$ cat src/rtl/joy_pad_responder.sv
// Pad-side emulation of the select-multiplexed 3/6-button DB9 protocol.
// Drives the data lines from button state according to select-edge history.
module joy_pad_responder #(
  parameter int SIX_BUTTON     = 1,
  parameter int TIMEOUT_CYCLES = 42000,
  parameter int SYNC_STAGES    = 2
) (
  input  logic       clk_sys,
  input  logic       reset_n,
  input  logic       sel,
  input  logic [7:0] buttons,
  input  logic [3:0] buttons_ext,
  output logic [5:0] pad_out,
  output logic [2:0] seq_state
);

  localparam int TW = $clog2(TIMEOUT_CYCLES + 1);
  localparam logic [2:0] SEQ_MAX = (SIX_BUTTON != 0) ? 3'd4 : 3'd2;
  localparam logic [TW-1:0] T_SAT = TW'(TIMEOUT_CYCLES);
  localparam logic [TW-1:0] T_EXP = TW'(TIMEOUT_CYCLES - 1);

  logic [SYNC_STAGES-1:0] sync_q, sync_d;
  logic                   sel_d_q, sel_d_d;
  logic [2:0]             seq_q, seq_d;
  logic [TW-1:0]          tmr_q, tmr_d;
  logic [5:0]             pad_q, pad_d;

  logic sel_s, fall, rise, edge_any, expire;
  logic u, d, l, r, b, c, a, s;
  logic x, y, z, mode;

  assign sel_s    = sync_q[SYNC_STAGES-1];
  assign fall     = sel_d_q & ~sel_s;
  assign rise     = ~sel_d_q & sel_s;
  assign edge_any = fall | rise;
  assign expire   = (tmr_q == T_EXP) & ~edge_any;

  assign {s, a, c, b, r, l, d, u} = buttons;
  assign {mode, z, y, x}          = buttons_ext;

  always_comb begin
    sync_d  = {sync_q[SYNC_STAGES-2:0], sel};
    sel_d_d = sel_s;
    tmr_d   = tmr_q;
    seq_d   = seq_q;
    if (edge_any)
      tmr_d = '0;
    else if (tmr_q != T_SAT)
      tmr_d = tmr_q + 1'b1;
    unique case (1'b1)
      fall: if (seq_q != SEQ_MAX) seq_d = seq_q + 3'd1;
      expire: seq_d = 3'd0;
      default: ;
    endcase
  end

  // Pins 3/4 low while select is low identify a connected pad.
  always_comb begin
    pad_d = {c, b, r, l, d, u};
    unique case (1'b1)
      sel_s && (seq_q == 3'd3):  pad_d = {c, b, mode, x, y, z};
      sel_s && (seq_q != 3'd3):  pad_d = {c, b, r, l, d, u};
      !sel_s && (seq_q == 3'd3): pad_d = {s, a, 4'b0000};
      !sel_s && (seq_q == 3'd4): pad_d = {s, a, 4'b1111};
      default:                   pad_d = {s, a, 2'b00, d, u};
    endcase
  end

  always_ff @(posedge clk_sys or negedge reset_n) begin
    if (!reset_n) begin
      sync_q  <= '1;
      sel_d_q <= 1'b1;
      seq_q   <= 3'd0;
      tmr_q   <= '0;
      pad_q   <= 6'b111111;
    end else begin
      sync_q  <= sync_d;
      sel_d_q <= sel_d_d;
      seq_q   <= seq_d;
      tmr_q   <= tmr_d;
      pad_q   <= pad_d;
    end
  end

  assign pad_out   = pad_q;
  assign seq_state = seq_q;

endmodule

$ cat config.mk
export PLATFORM = sky130hd
export DESIGN_NAME = joy_pad_responder
export DESIGN_NICKNAME = d
export VERILOG_FILES = /design/src/rtl/joy_pad_responder.sv
export SDC_FILE = /design/constraint.sdc
export NUM_CORES = 1
export LEC_CHECK = 0
export ABC_AREA = 0
export ABC_CLOCK_PERIOD_IN_PS = 2300
export CAP_MARGIN = 20
export CELL_PAD_IN_SITES_DETAIL_PLACEMENT = 0
export CELL_PAD_IN_SITES_GLOBAL_PLACEMENT = 1
export CORE_ASPECT_RATIO = 1.2
export CORE_MARGIN = 1
export CORE_UTILIZATION = 41
export CTS_CLUSTER_DIAMETER = 100
export DETAILED_ROUTE_END_ITERATION = 12
export HOLD_SLACK_MARGIN = 0.05
export PLACE_DENSITY_LB_ADDON = 0.1
export SYNTH_ARGS = -nofsm -noshare
export SYNTH_HDL_FRONTEND = slang
export SYNTH_SLANG_ARGS = --single-unit
export TNS_END_PERCENT = 1
$ cat constraint.sdc
create_clock -name clk_sys -period 2.3 [get_ports clk_sys]
set_input_delay 0.69 -clock clk_sys [delete_from_list [all_inputs] [get_ports clk_sys]]
set_output_delay 0.69 -clock clk_sys [all_outputs]
set_load 0.01 [all_outputs]
# Word-level counts from Yosys, hierarchy flattened

Cells that the tools add are included.

Bits in registers: 28
Bits of input ports: 15
Word-level logic and storage cells: 34

Multiplexer cells: 5
Reduce and logical (&&, ||, !) cells: 8
Bitwise logic cells: 7
Equality and inequality tests: 7
Add/subtract/negate cells: 2

Operator list:

| kind                                          | number |
|---|---|
| two-way mux 16 bit                            | 2 |
| one-hot mux 6 bit (4 select lines)            | 1 |
| adder 16 x 1 -> 16 bit, second input constant | 1 |
| == test 16 bit, second input constant         | 1 |
| != test 16 bit, second input constant         | 1 |
| one-hot mux 3 bit (2 select lines)            | 1 |
| logical AND 1 bit                             | 4 |
| nonzero test 2 bit                            | 2 |
| adder 3 x 1 -> 3 bit, second input constant   | 1 |
| bitwise AND 1 bit                             | 3 |
| == test 3 x 2 -> 1 bit, second input constant | 1 |
| == test 3 bit, second input constant          | 1 |
| two-way mux 3 bit                             | 1 |
| != test 3 x 2 -> 1 bit, second input constant | 1 |
| != test 3 bit, second input constant          | 1 |
| inverter 1 bit                                | 3 |
| != test 2 x 1 -> 1 bit, second input constant | 1 |
| AND reduction 2 bit                           | 1 |
| zero test 1 bit                               | 1 |
| bitwise OR 1 bit                              | 1 |

# Longest topological paths before layout

Gate-level depths: netlist (run 1).

Depth in word-level cells: 7
Mapped depth: 7
Depth with buffers taken out: 6

# Least setup slack after synthesis (run 1)

No wires, ideal clock.

Kind: reg-to-reg
From: reg sync_q[1]
To: reg seq_q[1], in the netlist seq_state[1]
Cell stages (with the launch flop): 8
Data arrival time: 1.787 ns
Data required time: 2.173 ns
Path slack: 0.386 ns
Cells stage by stage: dfstp_2 -> clkbuf_1 -> inv_1 -> ha_1 -> inv_1 -> or3_1 -> a311oi_2 -> nor2_1

Cells in the longest elaborated chain, start to end: 7

RTL lines:

| element                       | line | RTL |
|---|---|---|
| start: declaration            | 22   | `logic [SYNC_STAGES-1:0] sync_q, sync_d;` |
| start signal: assignment      | 77   | `sync_q <= sync_d;` |
| inverter 1 bit                | 33   | `assign fall = sel_d_q & ~sel_s;` |
| bitwise AND 1 bit             | 33   |  |
| bitwise OR 1 bit              | 35   | `assign edge_any = fall \| rise;` |
| inverter 1 bit                | 36   | `assign expire = (tmr_q == T_EXP) & ~edge_any;` |
| bitwise AND 1 bit             | 36   |  |
| nonzero test 2 bit (no line)  | -    |  |
| AND reduction 2 bit (no line) | -    |  |
| end signal: assignment        | 79   | `seq_q <= seq_d;` |
| end: declaration              | 24   | `logic [2:0] seq_q, seq_d;` |

Parallel ways exist; a longest one is shown, timed or not.
A chain may end at the register's enable or synchronous reset.

# Final worst setup path (run 1)

From: reg pad_q[4], in the netlist pad_out[4]
To: out pad_out[4]

RTL lines:

| element                  | line | RTL |
|---|---|---|
| start: declaration       | 26   | `logic [5:0] pad_q, pad_d;` |
| start signal: assignment | 81   | `pad_q <= pad_d;` |
| end: declaration         | 13   | `output logic [5:0] pad_out,` |

No word-level cell between the ends.

==> insert_results.sql, run 1 <==
INSERT INTO impl_metrics (metric_group, metric, value, unit) VALUES
('floorplan', 'chipHeight', '67.85', 'um'),
('timing', 'maxSlewViolCount', '0', ''),
('placement', 'place_congestion', '0.7491', ''),
('cells_and_area', 'antenna-diode-count', '0', ''),
('drt', 'drt_pass1_iterations', '8', ''),
('floorplan', 'placementRows', '23', ''),
('synth', 'dominantRegCellSynth', 'sky130_fd_sc_hd__dfrtp_1', ''),
('timing', 'finalWorstSetupSlack', '0.2608', 'ns'),
('floorplan', 'pin_count', '24', ''),
('clocking', 'tritoncts', 'done', ''),
('synth', 'asyncSetResetFlopFracSynth', '100.0', '%'),
('placement', 'post-dp-hpwl', '2232', 'um'),
('grt', 'first_global_vias', '1134', ''),
('synth', 'synth_nets', '166', ''),
('floorplan', 'dieArea', '3858', 'um2'),
('worst_setup_path', 'cp_data_required_time', '1.61', 'ns'),
('power_and_ir_drop', 'pwr-share-seq', '48.0', '%'),
('grt', 'grt.total_usage', '17.96', '%'),
('run_status', 'outcome', 'finished with violations', ''),
('clocking', 'cts_made_buffers', '3', ''),
('run_status', 'violations_in_the_final_reports', 'DRC', ''),
('grt', 'grt_pass1_wl', '5319', 'um'),
('placement', 'placement.cell_area', '1769', 'um2'),
('synth', 'synthesis.instances', '144', ''),
('job', 'max_cap_violations', '0', ''),
('worst_setup_path', 'critical_path_peak_fanout', '1', ''),
('clocking', 'cts.reportedPaths.clkPinSlew', '0.09', 'ns'),
('cells_and_area', 'mostFrequentLayoutCell', 'sky130_fd_sc_hd__clkdlybuf4s50_1', ''),
('hold_path', 'min-delay-path-class', 'reg -> reg', ''),
('cells_and_area', 'areaGrowthSynthToFinish', '23.14', '%'),
('clocking', 'cts.htree.levels', '1', ''),
('power_and_ir_drop', 'p_comb_share', '28.8', '%'),
('drt', 'dr_wl_met2', '1488', 'um'),
('cells_and_area', 'layout.area.seq', '711.9', 'um2'),
('grt', 'maximum_number_of_pins_on_one_net_before_global_route_repair', '29', ''),
('synth', 'synth_edf_count', '0', ''),
('cells_and_area', 'final_cell_area_excluding_filler_cells', '1824', 'um2'),
('floorplan', 'fp.dieW', '56.87', 'um'),
('worst_setup_path', 'startpoint_to_endpoint_class_of_the_critical_path', 'reg -> out', ''),
('grt', 'globalRoute.totalOverflow', '0', ''),
('synth', 'postSynthRegisterBits', '28', ''),
('clocking', 'cts_buffer_depth', '2', ''),
('drt', 'first_iter_violations', '39', ''),
('clocking', 'postCtsSetupRepairBufs', '0', ''),
('power_and_ir_drop', 'vdd_drop_max', '0.3995', 'mV'),
('drt', 'avgViaCountPerCell', '5.332', ''),
('drt', 'drt-total-wl', '2968', 'um'),
('floorplan', 'initial_utilization', '43.63', '%'),
('timing', 'finalCriticalPeriod', '2.039', 'ns'),
('clocking', 'cts_root_buf', 'sky130_fd_sc_hd__clkbuf_8', ''),
('placement', 'io_buffers', '23', ''),
('worst_setup_path', 'cell_breakdown_of_the_critical_path', 'clkdlybuf4s50_1', ''),
('timing', 'worst_pin_slew', '0.4330', 'ns'),
('power_and_ir_drop', 'clock_power_share', '23.2', '%'),
('placement', 'place.detailed.instances', '204', ''),
('synth', 'seq_area_frac_synth', '48.06', '%'),
('worst_setup_path', 'timing.critical_path.from_type', 'register', ''),
('synth', 'post_synth.cell_area_avg', '10.29', 'um2'),
('cells_and_area', 'fin_nets', '194', ''),
('synth', 'synthesis.yosys.warnings', '0', ''),
('timing', 'grt_setup_unrepaired', 'false', ''),
('cells_and_area', 'layout_common_cells', 'sky130_fd_sc_hd__clkdlybuf4s50_1, sky130_fd_sc_hd__dfrtp_1, sky130_fd_sc_hd__nor2_1', ''),
('drt', 'detail_route.drc_violations', '6', ''),
('power_and_ir_drop', 'cell_internal_pwr', '0.9144', 'mW'),
('timing', 'totalNegativeSetupSlack', '0', 'ns'),
('synth', 'synth_area', '1481', 'um2'),
('floorplan', 'core_area', '3396', 'um2'),
('cells_and_area', 'fillers', '331', ''),
('timing', 'fmaxAchievable', '0.4904', 'GHz'),
('power_and_ir_drop', 'net_switching_power', '0.3924', 'mW'),
('timing', 'report.final.hold_viol_count', '0', '');
## layout make-up
type	instances	share of cell area [%]
inverter	13	2.675
sequential	28	39.03
timing repair buffer	26	13.85
multi-input combinational	100	38.89
tap	37	2.538
clock buffer	4	3.018
## worst paths after layout
check	startpoint	to	slack (ns)	cells past startpoint
worst max-delay path	pad_out[4]$_DFF_PN1_	pad_out[4]	0.26	1
worst min-delay path	sync_q[0]$_DFF_PN1_	sync_q[1]$_DFF_PN1_	0.36	0
max in group asynchronous	reset_n	pad_out[0]$_DFF_PN1_	1.19	2
min in group asynchronous	reset_n	tmr_q[0]$_DFFE_PN0P_	0.80	2
worst max register to register	sync_q[1]$_DFF_PN1_	seq_state[1]$_DFFE_PN0P_	0.44	6
worst min register to register	sync_q[0]$_DFF_PN1_	sync_q[1]$_DFF_PN1_	0.36	0
## sequential cells by signal, summed over array words and instances (netlist names)
register	flops
sync_q	2
tmr_q	16
seq_state	3
pad_out	6
sel_d_q	1
## per-stage QoR
stage          total power [mW]  hold WS [ns]
2_1_floorplan            0.8293        0.3452
3_3_place_gp              1.002        0.3470
3_5_place_dp              1.020        0.3498
4_1_cts                   1.328        0.3635
5_1_grt                   1.398        0.3703
6_report                  1.307        0.3613
## cell families (layout without fill, tap and decap cells)
logic type               count (synthesis)  after routing  share of synthesized area, %
multiplexers                             6              6                         4.223
buffers and inverters                   16             43                         4.054
AND/OR/NAND/NOR                         58             58                         23.65
XOR/XNOR                                10             10                         5.913
adder cells (fa/ha/maj)                  7              7                         5.912
AO/OA/AOI/OAI                           19             19                         8.193
flip-flops                              28             28                         48.06
## power by group through the flow
stage	Clock [mW]	Combinational (mW)	Sequential (mW)
2_1_floorplan	0	0.181	0.648
6_report	0.303	0.377	0.627
3_3_place_gp	0	0.369	0.633
5_1_grt	0.336	0.424	0.638
4_1_cts	0.316	0.382	0.629
3_5_place_dp	0	0.382	0.638
## Yosys cell counts, types with 3 or more instances
library cell | count | share of area [%]
sky130_fd_sc_hd__clkbuf_1 | 3 | 0.76
sky130_fd_sc_hd__o21ai_0 | 4 | 1.4
sky130_fd_sc_hd__inv_1 | 13 | 3.3
sky130_fd_sc_hd__nor2_1 | 18 | 4.6
sky130_fd_sc_hd__dfstp_2 | 9 | 16
sky130_fd_sc_hd__nand3_1 | 5 | 1.7
sky130_fd_sc_hd__nor3_1 | 3 | 1.0
sky130_fd_sc_hd__a21oi_1 | 6 | 2.0
sky130_fd_sc_hd__nand2_1 | 12 | 3.0
sky130_fd_sc_hd__ha_1 | 7 | 5.9
sky130_fd_sc_hd__mux2i_1 | 4 | 2.7
sky130_fd_sc_hd__xnor2_1 | 9 | 5.3
sky130_fd_sc_hd__a22oi_1 | 4 | 2.0
sky130_fd_sc_hd__nor4_2 | 3 | 2.5
sky130_fd_sc_hd__dfrtp_1 | 19 | 32
## layer usage
metal	global-route usage (%)	vias to the layer above
met3	2.647	2
met1	22.42	542
met5	0	-
li1	-	548
met2	31.70	17
met4	7.012	0
Note: power is estimated with default switching activity, not from simulation.
==> run 2: changes to the inputs <==
ABC_CLOCK_PERIOD_IN_PS = default   (was 2300)
HOLD_SLACK_MARGIN = default   (was 0.05)
==> results of run 2 <==
Final layout, timing and power as in run 1 (identical DEF).
==> run 3: changes to the inputs <==
CORE_MARGIN = 10   (was 1)
==> run 3 against run 2 <==
The flow now finishes without violations; first-iteration DRC count up 72%; core utilization shrank 0.45 points; maximum frequency grew 1.1%; total power is 0.33% lower; die area grew 67%; global-route usage is 7.5 points lower; combinational power barely moved; critical endpoint is now seq_state[2].
==> insert_results.sql, run 3 (synthesized netlist as in run 1, its figures left out) <==
INSERT INTO impl_metrics (metric_group, metric, value, unit) VALUES
('run_status', 'outcome', 'completed', ''),
('worst_setup_path', 'cell_breakdown_of_the_critical_path', 'clkdlybuf4s50_1', ''),
('worst_setup_path', 'crit_buf_inv', '1', ''),
('grt', 'first_global_vias', '1135', ''),
('drt', 'drt-total-wl', '3059', 'um'),
('hold_path', 'min-delay-path-class', 'reg -> reg', ''),
('cells_and_area', 'areaGrowthSynthToFinish', '23.14', '%'),
('placement', 'place_congestion', '0.7481', ''),
('grt', 'maximum_number_of_pins_on_one_net_before_global_route_repair', '29', ''),
('placement', 'place.detailed.instances', '204', ''),
('clocking', 'cts_made_buffers', '3', ''),
('cells_and_area', 'layout.core_utilization', '53.27', '%'),
('timing', 'timing.max_slew.rel_slack', '73.41', '%'),
('clocking', 'cts_stage_hold_buffer_count', '0', ''),
('floorplan', 'initial_utilization', '43.26', '%'),
('worst_setup_path', 'worst_ep_arrival_time', '1.33', 'ns'),
('cells_and_area', 'max_flop_register', 'tmr_q', ''),
('timing', 'fmaxAchievable', '0.4957', 'GHz'),
('worst_setup_path', 'critical_path_peak_fanout', '6', ''),
('drt', 'first_iter_violations', '67', ''),
('floorplan', 'placementRows', '23', ''),
('cells_and_area', 'antenna-diode-count', '0', ''),
('drt', 'detail_route.drc_violations', '0', ''),
('clocking', 'worstSkewPairLatency', '0.27', 'ns'),
('placement', 'placement.cell_area', '1769', 'um2'),
('clocking', 'clkSinkCount', '28', ''),
('clocking', 'cts_root_buf', 'sky130_fd_sc_hd__clkbuf_8', ''),
('placement', 'io_buffers', '23', ''),
('timing', 'maxSlewViolCount', '0', ''),
('power_and_ir_drop', 'cell_internal_pwr', '0.9136', 'mW'),
('cells_and_area', 'fin_nets', '194', ''),
('worst_setup_path', 'startpoint_to_endpoint_class_of_the_critical_path', 'reg -> out', ''),
('worst_setup_path', 'timing.critical_path.from_type', 'register', ''),
('cells_and_area', 'fillers', '324', ''),
('placement', 'pre_cts_ws', '0.4166', 'ns'),
('floorplan', 'core_area', '3425', 'um2'),
('floorplan', 'pin_count', '24', ''),
('grt', 'globalRoute.totalOverflow', '0', ''),
('cells_and_area', 'mostFrequentLayoutCell', 'sky130_fd_sc_hd__clkdlybuf4s50_1', ''),
('clocking', 'tritoncts', 'done', ''),
('clocking', 'postCtsSetupRepairBufs', '0', ''),
('power_and_ir_drop', 'net_switching_power', '0.3889', 'mW'),
('timing', 'finalWorstSetupSlack', '0.2825', 'ns'),
('timing', 'final_clock_skew', '0.005861', 'ns'),
('timing', 'report.final.hold_viol_count', '0', ''),
('drt', 'dr_total_vias', '1088', ''),
('worst_setup_path', 'worst_path_largest_cell_delay', '0.58', 'ns'),
('timing', 'totalNegativeSetupSlack', '0', 'ns'),
('timing', 'finalCriticalPeriod', '2.018', 'ns'),
('grt', 'grt.total_usage', '10.45', '%'),
('power_and_ir_drop', 'vdd_drop_max', '0.2837', 'mV'),
('timing', 'grt_setup_unrepaired', 'false', ''),
('drt', 'drt_pass1_iterations', '4', ''),
('power_and_ir_drop', 'power_leakage', '0.7331', 'nW'),
('power_and_ir_drop', 'p_comb_share', '28.8', '%'),
('job', 'max_cap_violations', '0', ''),
('clocking', 'cts_buffer_depth', '2', ''),
('timing', 'timing.final.crit_share', '87.72', '%'),
('clocking', 'cts.htree.levels', '1', ''),
('power_and_ir_drop', 'power-per-cell-area', '714.0', 'nW/um2'),
('power_and_ir_drop', 'pwr-share-seq', '47.9', '%'),
('worst_setup_path', 'slowest_stage', 'sky130_fd_sc_hd__clkdlybuf4s50_1', ''),
('grt', 'antenna_violations_before_repair', '0', ''),
('cells_and_area', 'layout_common_cells', 'sky130_fd_sc_hd__clkdlybuf4s50_1, sky130_fd_sc_hd__dfrtp_1, sky130_fd_sc_hd__nor2_1', ''),
('timing', 'worst_pin_slew', '0.3978', 'ns'),
('drt', 'avgViaCountPerCell', '5.231', ''),
('power_and_ir_drop', 'swShare', '29.86', '%'),
('worst_setup_path', 'cp_data_required_time', '1.61', 'ns'),
('cells_and_area', 'largest_register_ffs', '16', ''),
('floorplan', 'fp.dieW', '74.87', 'um'),
('cells_and_area', 'post_layout_nonfiller_instances', '208', ''),
('worst_setup_path', 'critical_path.top_delay_family', 'buffers and inverters', ''),
('clocking', 'cts_repair_resize_count', '0', ''),
('placement', 'post-dp-hpwl', '2294', 'um'),
('cells_and_area', 'final_cell_area_excluding_filler_cells', '1824', 'um2'),
('grt', 'grt_pass1_wl', '5395', 'um'),
('timing', 'finalSetupViolations', '0', ''),
('drt', 'route.antenna.remaining_nets', '0', ''),
('floorplan', 'chipHeight', '85.85', 'um'),
('worst_setup_path', 'critPathCaptureType', 'output port', ''),
('power_and_ir_drop', 'clock_power_share', '23.3', '%'),
('cells_and_area', 'drive_gt1_share', '15.79', '%'),
('drt', 'avgRoutedWirePerCell', '14.71', 'um'),
('clocking', 'cts.reportedPaths.clkPinSlew', '0.10', 'ns'),
('floorplan', 'dieArea', '6427', 'um2');
-- run 3: cell counts in the layout (fill, tap and decap cells not counted) --
Identical to the previous run, type by type.
-- run 3: worst paths after layout --
path	from	to	slack, ns	depth (start not counted)
min	sync_q[0]$_DFF_PN1_	sync_q[1]$_DFF_PN1_	0.36	0
max in group asynchronous	reset_n	pad_out[2]$_DFF_PN1_	1.20	2
max reg2reg	sync_q[1]$_DFF_PN1_	seq_state[2]$_DFFE_PN0P_	0.42	6
max	seq_state[2]$_DFFE_PN0P_	seq_state[2]	0.28	1
min reg2reg	sync_q[0]$_DFF_PN1_	sync_q[1]$_DFF_PN1_	0.36	0
min in group asynchronous	reset_n	seq_state[0]$_DFFE_PN0P_	0.78	2
-- run 3: per-stage QoR --
step           total power, mW  hold WS [ns]
2_1_floorplan           0.8293        0.3452
3_3_place_gp             1.011        0.3483
3_5_place_dp             1.020        0.3482
4_1_cts                  1.324        0.3629
5_1_grt                  1.400        0.3696
6_report                 1.303        0.3608
-- run 3: layout make-up --
cell class	instances	area (um2)	area share, %
Multi-Input combinational cell	100	709.4	38.89
Tap cell	37	46.29	2.538
Timing Repair Buffer	26	252.7	13.85
Sequential cell	28	711.9	39.03
Clock buffer	4	55.05	3.018
Inverter	13	48.80	2.675
-- run 3: power by group through the flow --
stage	sequential (mW)	clock (mW)	combinational (mW)
2_1_floorplan	0.648	0	0.181
6_report	0.624	0.303	0.376
3_3_place_gp	0.631	0	0.380
5_1_grt	0.636	0.339	0.425
4_1_cts	0.625	0.312	0.387
3_5_place_dp	0.634	0	0.386
-- run 3: routing by layer --
metal,GRT usage [%],wire length (um)
met4,4.138,32
met3,2.537,166
met5,0,0
met2,17.11,1503
met1,12.64,1357
